==> src/rtl/fetch_pkg.sv <==
// Shared types for the instruction-fetch prefetch queue: queue entry layout,
// control states and the NOP returned when the queue has nothing to offer.
package fetch_pkg;
  localparam int unsigned XLEN = 32;
  localparam logic [XLEN-1:0] NOP_INSTR = 32'h0000_0013;

  typedef struct packed {
    logic [XLEN-1:0] pc;
    logic [XLEN-1:0] instr;
  } fetch_entry_t;

  typedef enum logic {
    RUN   = 1'b0,
    DRAIN = 1'b1
  } pfq_state_e;
endpackage

==> src/rtl/pfq_fifo.sv <==
// Circular buffer of fetch entries with push/pop/clear and occupancy count.
// DEPTH must be a power of two so the pointers wrap naturally.
module pfq_fifo
  import fetch_pkg::*;
#(
  parameter int unsigned DEPTH = 4,
  parameter int unsigned NBITS = 32
) (
  input  logic                   clk_i,
  input  logic                   rst_ni,
  input  logic                   push_i,
  input  fetch_entry_t           data_i,
  input  logic                   pop_i,
  input  logic                   clear_i,
  output fetch_entry_t           head_o,
  output logic                   empty_o,
  output logic                   full_o,
  output logic [$clog2(DEPTH):0] count_o
);
  localparam int unsigned AW = $clog2(DEPTH);
  localparam int unsigned CW = AW + 1;

  logic [NBITS-1:0] pc_mem    [DEPTH];
  logic [NBITS-1:0] instr_mem [DEPTH];
  logic [AW-1:0]    wr_ptr_q, wr_ptr_d, rd_ptr_q, rd_ptr_d;
  logic [CW-1:0]    count_q, count_d;

  always_comb begin
    wr_ptr_d = wr_ptr_q;
    rd_ptr_d = rd_ptr_q;
    count_d  = count_q;
    if (clear_i) begin
      wr_ptr_d = '0;
      rd_ptr_d = '0;
      count_d  = '0;
    end else begin
      if (push_i) wr_ptr_d = wr_ptr_q + AW'(1);
      if (pop_i)  rd_ptr_d = rd_ptr_q + AW'(1);
      count_d = count_q + CW'(push_i) - CW'(pop_i);
    end
  end

  always_ff @(posedge clk_i or negedge rst_ni) begin
    if (!rst_ni) begin
      wr_ptr_q <= '0;
      rd_ptr_q <= '0;
      count_q  <= '0;
    end else begin
      wr_ptr_q <= wr_ptr_d;
      rd_ptr_q <= rd_ptr_d;
      count_q  <= count_d;
    end
  end

  always_ff @(posedge clk_i) begin
    if (push_i && !clear_i) begin
      pc_mem[wr_ptr_q]    <= data_i.pc;
      instr_mem[wr_ptr_q] <= data_i.instr;
    end
  end

  assign head_o  = '{pc: pc_mem[rd_ptr_q], instr: instr_mem[rd_ptr_q]};
  assign empty_o = (count_q == '0);
  assign full_o  = (count_q == CW'(DEPTH));
  assign count_o = count_q;
endmodule

==> src/rtl/fetch_prefetch_queue.sv <==
// Instruction-fetch front end: issues up to MAX_OUT requests, buffers DEPTH
// responses, flushes on redirect. Define PFQ_BYPASS_EN for same-cycle bypass.
//
//   state | meaning
//   RUN   | no stale responses pending; valid responses are enqueued
//   DRAIN | drop_q > 0; valid responses are stale and discarded
module fetch_prefetch_queue
  import fetch_pkg::*;
#(
  parameter int unsigned      NBITS    = 32,
  parameter int unsigned      DEPTH    = 4,
  parameter int unsigned      MAX_OUT  = 2,
  parameter logic [NBITS-1:0] RESET_PC = '0
) (
  input  logic                   clk_i,
  input  logic                   rst_ni,
  input  logic                   fetch_en_i,
  input  logic                   redirect_i,
  input  logic [NBITS-1:0]       redirect_pc_i,
  output logic                   proc_req_o,
  output logic [NBITS-1:0]       pc2mem_o,
  input  logic                   mem_rdy_i,
  input  logic                   valid_i,
  input  logic [NBITS-1:0]       rdata_i,
  input  logic                   deq_ready_i,
  output logic                   out_valid_o,
  output logic [NBITS-1:0]       ir_o,
  output logic [NBITS-1:0]       pc_o,
  output logic [NBITS-1:0]       npc_o,
  output logic                   stall_o,
  output logic [$clog2(DEPTH):0] count_o
);
  localparam int unsigned CW     = $clog2(DEPTH) + 1;
  localparam int unsigned AW     = (MAX_OUT > 1) ? $clog2(MAX_OUT) : 1;
  localparam int unsigned DROP_W = 8;
  localparam logic [CW-1:0] MAX_OUT_V = CW'(MAX_OUT);
  localparam logic [CW:0]   DEPTH_V   = (CW + 1)'(DEPTH);

  pfq_state_e        state_q, state_d;
  logic [NBITS-1:0]  fetch_pc_q, fetch_pc_d;
  logic [CW-1:0]     outst_q, outst_d;
  logic [DROP_W-1:0] drop_q, drop_d;
  logic [NBITS-1:0]  infl_addr_q [MAX_OUT];
  logic [AW-1:0]     infl_wr_q, infl_wr_d, infl_rd_q, infl_rd_d;

  logic              accept, resp_live, resp_stale, bypass;
  logic              fifo_push, fifo_pop, fifo_empty, fifo_full;
  logic [CW-1:0]     fifo_count;
  logic [CW:0]       occupancy;
  fetch_entry_t      live_entry, head_entry;

  function automatic logic [AW-1:0] ptr_inc(input logic [AW-1:0] p);
    return (p == AW'(MAX_OUT - 1)) ? '0 : p + AW'(1);
  endfunction

  // Queued entries plus outstanding requests must never exceed DEPTH.
  assign occupancy  = {1'b0, fifo_count} + {1'b0, outst_q};
  assign proc_req_o = fetch_en_i & ~redirect_i & (outst_q < MAX_OUT_V) & (occupancy < DEPTH_V);
  assign pc2mem_o   = fetch_pc_q;
  assign accept     = proc_req_o & mem_rdy_i;
  assign resp_live  = valid_i & (state_q == RUN) & ~redirect_i;
  assign resp_stale = valid_i & (state_q == DRAIN) & ~redirect_i;

  always_comb begin
    state_d    = state_q;
    drop_d     = drop_q;
    outst_d    = outst_q;
    fetch_pc_d = fetch_pc_q;
    if (redirect_i) begin
      drop_d     = drop_q + DROP_W'(outst_q) - DROP_W'(valid_i);
      outst_d    = '0;
      fetch_pc_d = redirect_pc_i;
    end else begin
      if (accept)     fetch_pc_d = fetch_pc_q + NBITS'(4);
      if (resp_stale) drop_d     = drop_q - DROP_W'(1);
      outst_d = outst_q + CW'(accept) - CW'(resp_live);
    end
    unique case (state_q)
      RUN:     if (drop_d != '0) state_d = DRAIN;
      DRAIN:   if (drop_d == '0) state_d = RUN;
      default: state_d = RUN;
    endcase
  end

  always_comb begin
    infl_wr_d = infl_wr_q;
    infl_rd_d = infl_rd_q;
    if (redirect_i) begin
      infl_wr_d = '0;
      infl_rd_d = '0;
    end else begin
      if (accept)    infl_wr_d = ptr_inc(infl_wr_q);
      if (resp_live) infl_rd_d = ptr_inc(infl_rd_q);
    end
  end

  always_ff @(posedge clk_i or negedge rst_ni) begin
    if (!rst_ni) begin
      state_q    <= RUN;
      fetch_pc_q <= RESET_PC;
      outst_q    <= '0;
      drop_q     <= '0;
      infl_wr_q  <= '0;
      infl_rd_q  <= '0;
    end else begin
      state_q    <= state_d;
      fetch_pc_q <= fetch_pc_d;
      outst_q    <= outst_d;
      drop_q     <= drop_d;
      infl_wr_q  <= infl_wr_d;
      infl_rd_q  <= infl_rd_d;
    end
  end

  always_ff @(posedge clk_i) begin
    if (accept) infl_addr_q[infl_wr_q] <= fetch_pc_q;
  end

  assign live_entry = '{pc: infl_addr_q[infl_rd_q], instr: rdata_i};

`ifdef PFQ_BYPASS_EN
  assign bypass = fifo_empty & resp_live;
`else
  assign bypass = 1'b0;
`endif

  assign fifo_push = resp_live & ~(bypass & deq_ready_i);
  assign fifo_pop  = ~fifo_empty & deq_ready_i & ~redirect_i;

  pfq_fifo #(.DEPTH(DEPTH), .NBITS(NBITS)) u_fifo (
    .clk_i   (clk_i),
    .rst_ni  (rst_ni),
    .push_i  (fifo_push),
    .data_i  (live_entry),
    .pop_i   (fifo_pop),
    .clear_i (redirect_i),
    .head_o  (head_entry),
    .empty_o (fifo_empty),
    .full_o  (fifo_full),
    .count_o (fifo_count)
  );

  always_comb begin
    out_valid_o = 1'b0;
    ir_o        = NOP_INSTR;
    pc_o        = '0;
    npc_o       = '0;
    if (bypass) begin
      out_valid_o = 1'b1;
      ir_o        = live_entry.instr;
      pc_o        = live_entry.pc;
      npc_o       = live_entry.pc + NBITS'(4);
    end else if (!fifo_empty && !redirect_i) begin
      out_valid_o = 1'b1;
      ir_o        = head_entry.instr;
      pc_o        = head_entry.pc;
      npc_o       = head_entry.pc + NBITS'(4);
    end
  end

  assign stall_o = ~out_valid_o;
  assign count_o = fifo_count;

  a_no_overflow: assert property (@(posedge clk_i) disable iff (!rst_ni)
    !(resp_live && fifo_full));
endmodule

==> config.mk <==
export PLATFORM = sky130hd
export DESIGN_NAME = fetch_prefetch_queue
export DESIGN_NICKNAME = d
export VERILOG_FILES = /design/src/rtl/fetch_pkg.sv /design/src/rtl/pfq_fifo.sv /design/src/rtl/fetch_prefetch_queue.sv
export SDC_FILE = /design/constraint.sdc
export NUM_CORES = 1
export LEC_CHECK = 0
export ABC_AREA = 1
export ABC_CLOCK_PERIOD_IN_PS = 10300
export CAP_MARGIN = 25
export CORE_AREA = 2 2 182 184
export CTS_CLUSTER_SIZE = 16
export DETAILED_ROUTE_END_ITERATION = 6
export DIE_AREA = 0 0 184 186
export PLACE_DENSITY = 0.75
export SKIP_LAST_GASP = 1
export SLEW_MARGIN = 20
export SYNTH_ARGS = -nofsm -noshare
export SYNTH_HDL_FRONTEND = slang
export SYNTH_SLANG_ARGS = --single-unit
==> constraint.sdc <==
create_clock -name clk_i -period 10.3 [get_ports clk_i]
set_input_delay 2.06 -clock clk_i [delete_from_list [all_inputs] [get_ports clk_i]]
set_output_delay 2.06 -clock clk_i [all_outputs]
set_load 0.02 [all_outputs]
== Word level (Yosys, flattened, before mapping) ==
Memories as Yosys holds them, arrays and structs flattened.
Cells that the tools add are included.
Word-level totals
  bits in registers: 53
  memory bits (writable): 320
  input port bits: 71
  output and inout bits: 134
  word-level logic and storage cells: 79
  memories: 3
Cells by class
  add/subtract/negate cells: 14
  order comparisons: 2
  mux-type cells: 27
  bitwise gates (word level): 14
  reductions and logical operators: 10
Memory list
  u_fifo.instr_mem: depth 4, bits a word 32, rd ports 1, clocked after Yosys merged registers in 0, write ports 1, RTL line pfq_fifo.sv:24  | logic [NBITS-1:0] instr_mem [DEPTH];
  u_fifo.pc_mem: depth 4, bits a word 32, rd ports 1, clocked after Yosys merged registers in 0, write ports 1, RTL line pfq_fifo.sv:23  | logic [NBITS-1:0] pc_mem [DEPTH];
  infl_addr_q: depth 2, bits a word 32, rd ports 1, clocked after Yosys merged registers in 0, write ports 1, RTL line fetch_prefetch_queue.sv:43  | logic [NBITS-1:0] infl_addr_q [MAX_OUT];
Operators with widths (number)
  2-to-1 mux 32 bit: 5
  adder 32 x 3 -> 32 bit, second input constant: 2
  2-to-1 mux 8 bit: 2
  2-to-1 mux 1 bit: 13
  AND 1 bit: 10
  adder 8 x 3 -> 8 bit: 1
  logical NOT 8 bit: 1
  2-to-1 mux 2 bit: 4
  nonzero test 8 bit: 1
  subtractor 8 x 1 -> 8 bit: 1
  subtractor 8 x 1 -> 8 bit, second input constant: 1
  adder 3 x 1 -> 3 bit: 2
  2-to-1 mux 3 bit: 2
  nonzero test 2 bit: 3
  subtractor 3 x 1 -> 3 bit: 2
  adder 2 x 1 -> 2 bit, second input constant: 2
  adder 3 x 3 -> 4 bit: 1
  less-than comparator 4 x 3 -> 1 bit, second input constant: 1
  NOT 1 bit: 4
  logical NOT 3 bit: 1
  less-than comparator 3 x 2 -> 1 bit, second input constant: 1
  adder 1 bit, second input constant: 2
  logical AND 1 bit: 2
  logical NOT 1 bit: 2
  one-hot mux 1 bit (2 select lines): 1

== Depth between registers and ports, before layout ==
  depth in word-level cells: 8
  depth in mapped cells: 16
  mapped depth without buffers: 15

== Hierarchy ==
Synthesis repeated with hierarchy kept, for this count alone.
Unflattened totals
  cells, all modules: 1789
  area, all modules: 18087.3 um^2
By module, submodules not included
  pfq_fifo: times used 1, cells each 800, area each 10657.7 um^2, sequential area each 7862.5 um^2
  fetch_prefetch_queue: times used 1, cells each 989, area each 7429.6 um^2, sequential area each 3072.9 um^2

== Worst setup path before layout ==
OpenSTA, ideal clock, no wires.
  kind: input -> register
  start point: in redirect_i
  end point: mem u_fifo.instr_mem[0][0], enable pin
  library setup time: 0.487 ns
  arrival: 5.483 ns
  required time: 9.813 ns
  slack: 4.330 ns
  stages on the path: 4
  path buffers: 1
  cells stage by stage: clkbuf_1 > nor3_1 > inv_1 > nor2_1
On the way
  word-level cells in the longest chain between the ends: 5
  elaborated cells on any way between the ends: 6
  classes of those cells: mux: 2; bitwise: 2; reduce/logical: 2
Ends and longest elaborated chain
  start, declared: RTL line fetch_prefetch_queue.sv:18  | input logic redirect_i,
  NOT 1 bit: RTL line fetch_prefetch_queue.sv:61  | assign resp_live = valid_i & (state_q == RUN) & ~redirect_i;
  AND 1 bit: RTL line fetch_prefetch_queue.sv:61
  logical AND 1 bit (*): RTL line pfq_fifo.sv:56  | if (push_i && !clear_i) begin
  2-to-1 mux 1 bit (*): RTL line pfq_fifo.sv:56
  2-to-1 mux 1 bit (implied by the code) (*): RTL line pfq_fifo.sv:58  | instr_mem[wr_ptr_q] <= data_i.instr;
  end, declared: RTL line pfq_fifo.sv:24
Every way passes the cells marked *; elsewhere a longest branch is shown, timed or not.

== Worst setup path after layout ==
  start point: in redirect_i
  end point: out npc_o[7]
On the way
  word-level cells in the longest chain between the ends: 3
Ends and longest elaborated chain
  logical NOT 1 bit: RTL line fetch_prefetch_queue.sv:153  | end else if (!fifo_empty && !redirect_i) begin
  logical AND 1 bit: RTL line fetch_prefetch_queue.sv:153
  2-to-1 mux 32 bit: RTL line fetch_prefetch_queue.sv:153
  end, declared: RTL line fetch_prefetch_queue.sv:29  | output logic [NBITS-1:0] npc_o,
Every way passes these cells.

==> results.ini <==
[outcome]
status=complete, but fails checks
violations=design-rule violations

[logic_synthesis]
synth_area_leader_cell=edfxtp_1
syn-num-nets=1903
ys_warn_count=0
ys_seq_elements=373
avgSynthCellArea_um2=9.788
synth_area_leaders=edfxtp_1, nand2_1, dfrtp_1
netlist_instances=1800
synth.top_cell.area_share_pct=54.54
synth_cell_types=40
synth_area_um2=17620
seq_area_frac_synth_pct=62.07

[pwr]
p_per_area_nw_per_um2=204.4
vdd_ir_drop_max_mv=0.1085
p_leak_nw=8.193

[global_routing]
grt_pass1_vias=12570
gr-total-overflow=0
grtUsageTotal_pct=24.21
grt_pass1_wl_um=64540
antenna_found_initial=0
grt_max_degree=102

[clock_network]
cts_tree=yes
post_cts_resized=0
cts.sinks=373
ctsHoldBuffers=0
root_buffer=clkbuf_16
htreeDepth=2
post_cts.repair.setup_buffers=0
cts_buffer_depth=3
clk_pin_slew_ns=0.06
insertion_delay_ns=0.52
cts_inserted_buffers=38

[cells_and_area]
seqCellArea_um2=10940
nFillCells=2473
drive_above_1_share_pct=6.464
final_cell_mix=nand2_1, edfxtp_1, nor2_1, clkdlybuf4s50_1, inv_1
nNetsFinal=2086
n_antenna_cell=0
syn2layout_area_growth_pct=19.91
final_common_cell=nand2_1
fin_cells=2419
multi_input_area_um2=5874

[drt]
routed_wl_um=41370
drt-pass1-iter-count=7
drt_iter0_drc=1025
avgViaCountPerCell=5.433
vias=13140
wl_per_cell_um=17.10
ant_nets=0
drcViolationCount=6

[setup_path]
crit_chain=buf_2, buf_4, inv_1, nand2_2, buf_4, nor2_1, a31oi_1, a21oi_1, clkdlybuf4s50_1
crit_type=in2out
slowest_delay_ns=0.59
worstPathMaxFanout=82
cp_slowest_cell=buf_4
startpoint_type=input port
required_ns=8.24
arrival_ns=4.55
crit_path_frequent_cell=buf_4
worstSetupEndpointType=output pin
path_buf_inv=5
rrSetupSlack_ns=6.93
critical-path-top-delay-family=buffers and inverters

[sta]
tightest_slew_ns=1.089
finalHoldViolCount=0
setup_violations=0
timing.final.max_slew_violations=0
min_period_ns=6.608
fmax_ghz=0.1513
finalSetupTns_ns=0
rsz0062_at_grt=no
slew_headroom_pct=27.39
skew_ns=0.01971
period_share_pct=64.16

[floorplan]
num_rows=66
die_h_um=186
pin_count=205
fp.dieW_um=184
core_um2=32210
die_area_um2=34220
start_util_pct=54.70

[job]
drv_cap=0

[place]
hpwl_um=26640
gp_congestion=0.8698
numPortBuffers=204
numPlacedInstances=2351

[min_path]
hp-class=reg2reg

==> power by group <==
| group | switching [mW] | internal, mW |
|---|---|---|
| logic | 0.804 | 0.443 |
| registers | 0.0805 | 1.71 |
| clock network | 0.540 | 0.737 |
==> state kept, by name (all words and copies together) (netlist names) <==
signal	flops
infl_addr_q	64
u_fifo.pc_mem	128
outst_q	3
u_fifo.instr_mem	128
state_q	1
u_fifo.wr_ptr_q	2
infl_wr_q	1
pc2mem_o	32
drop_q	8
u_fifo.count_o	3
infl_rd_q	1
u_fifo.rd_ptr_q	2
==> through the flow <==
stage / setup slack (ns) / hold WS (ns) / total power [mW] / cell area, um2 / utilization [%]
after floorplan: 4.330 / 0.4769 / 2.619 / 17620 / -
after global placement: 3.806 / 0.5140 / 3.040 / 19960 / 61.97
after detailed placement: 3.694 / 0.5071 / 3.063 / 19960 / 61.97
after CTS: 3.686 / 0.5228 / 4.338 / 21130 / 65.59
after global routing: 3.478 / 0.5669 / 4.543 / 21130 / 65.59
final: 3.692 / 0.5226 / 4.318 / 21130 / 65.59
==> logic make-up after synthesis <==
group / after synthesis / synth area share (%)
AND/OR/NAND/NOR: 958 / 21.96
flip-flops: 373 / 62.07
buffers and inverters: 205 / 4.801
AO/OA/AOI/OAI: 174 / 5.426
multiplexers: 33 / 2.102
adder cells (fa/ha/maj): 32 / 2.400
XOR/XNOR: 25 / 1.243
==> metal layers <==
layer / GRT usage (%) / up-vias / part of all wire [%]
met3: 2.994 / 74 / 6.7
met4: 7.200 / 0 / 2.4
met1: 33.80 / 6160 / 44
met5: 0 / - / 0
li1: - / 6397 / -
met2: 40.14 / 511 / 47
==> Yosys cell counts <==
cell type  count
o21bai_1       2
ha_1          29
a31oi_1        3
nand2_2        3
buf_6          3
xor2_1        23
buf_2         17
clkbuf_1      33
a21oi_1       51
nor2_2         8
o211ai_1       8
inv_2          2
fa_1           3
nor3_2         2
dfrtp_1       53
o21ai_0       93
or2_2          4
inv_4          1
mux2i_1        1
o21a_1         3
nand2_1      492
nor3b_2        1
a22o_1         1
a32oi_1        1
xnor2_1        2
nor3_1        11
buf_1         15
nand4_1       17
nor2_1       300
buf_4          8
nor4_1         3
o221ai_1       8
mux2_2        32
o311ai_0       3
edfxtp_1     320
and3_1         1
nand3_1      115
nand3b_1       1
o21ai_1        1
inv_1        126
==> path summary, 6_finish.rpt <==
check                                            start                        endpoint  cells past startpoint
min in group asynchronous                       rst_ni            outst_q[0]$_DFF_PN0_                      2
setup / recovery                            redirect_i                        npc_o[7]                      9
hold / removal                 pc2mem_o[0]$_DFFE_PN0P_     infl_addr_q[0][0]$_DFFE_PP_                      0
hold reg to reg                pc2mem_o[0]$_DFFE_PN0P_     infl_addr_q[0][0]$_DFFE_PP_                      0
max in group asynchronous                       rst_ni  u_fifo.rd_ptr_q[0]$_DFFE_PN0P_                      2
setup reg to reg           u_fifo.count_o[2]$_DFF_PN0_        pc2mem_o[29]$_DFFE_PN0N_                     11
==> cell type report <==
class	count	share of cell area (%)
Inverter	129	2.304
Clock buffer	48	4.679
Multi-Input combinational cell	1222	27.81
Clock inverter	20	0.8529
Timing Repair Buffer	219	10.15
Sequential cell	373	51.79
Tap cell	408	2.416
No activity file was read; power rests on OpenSTA's default activity.
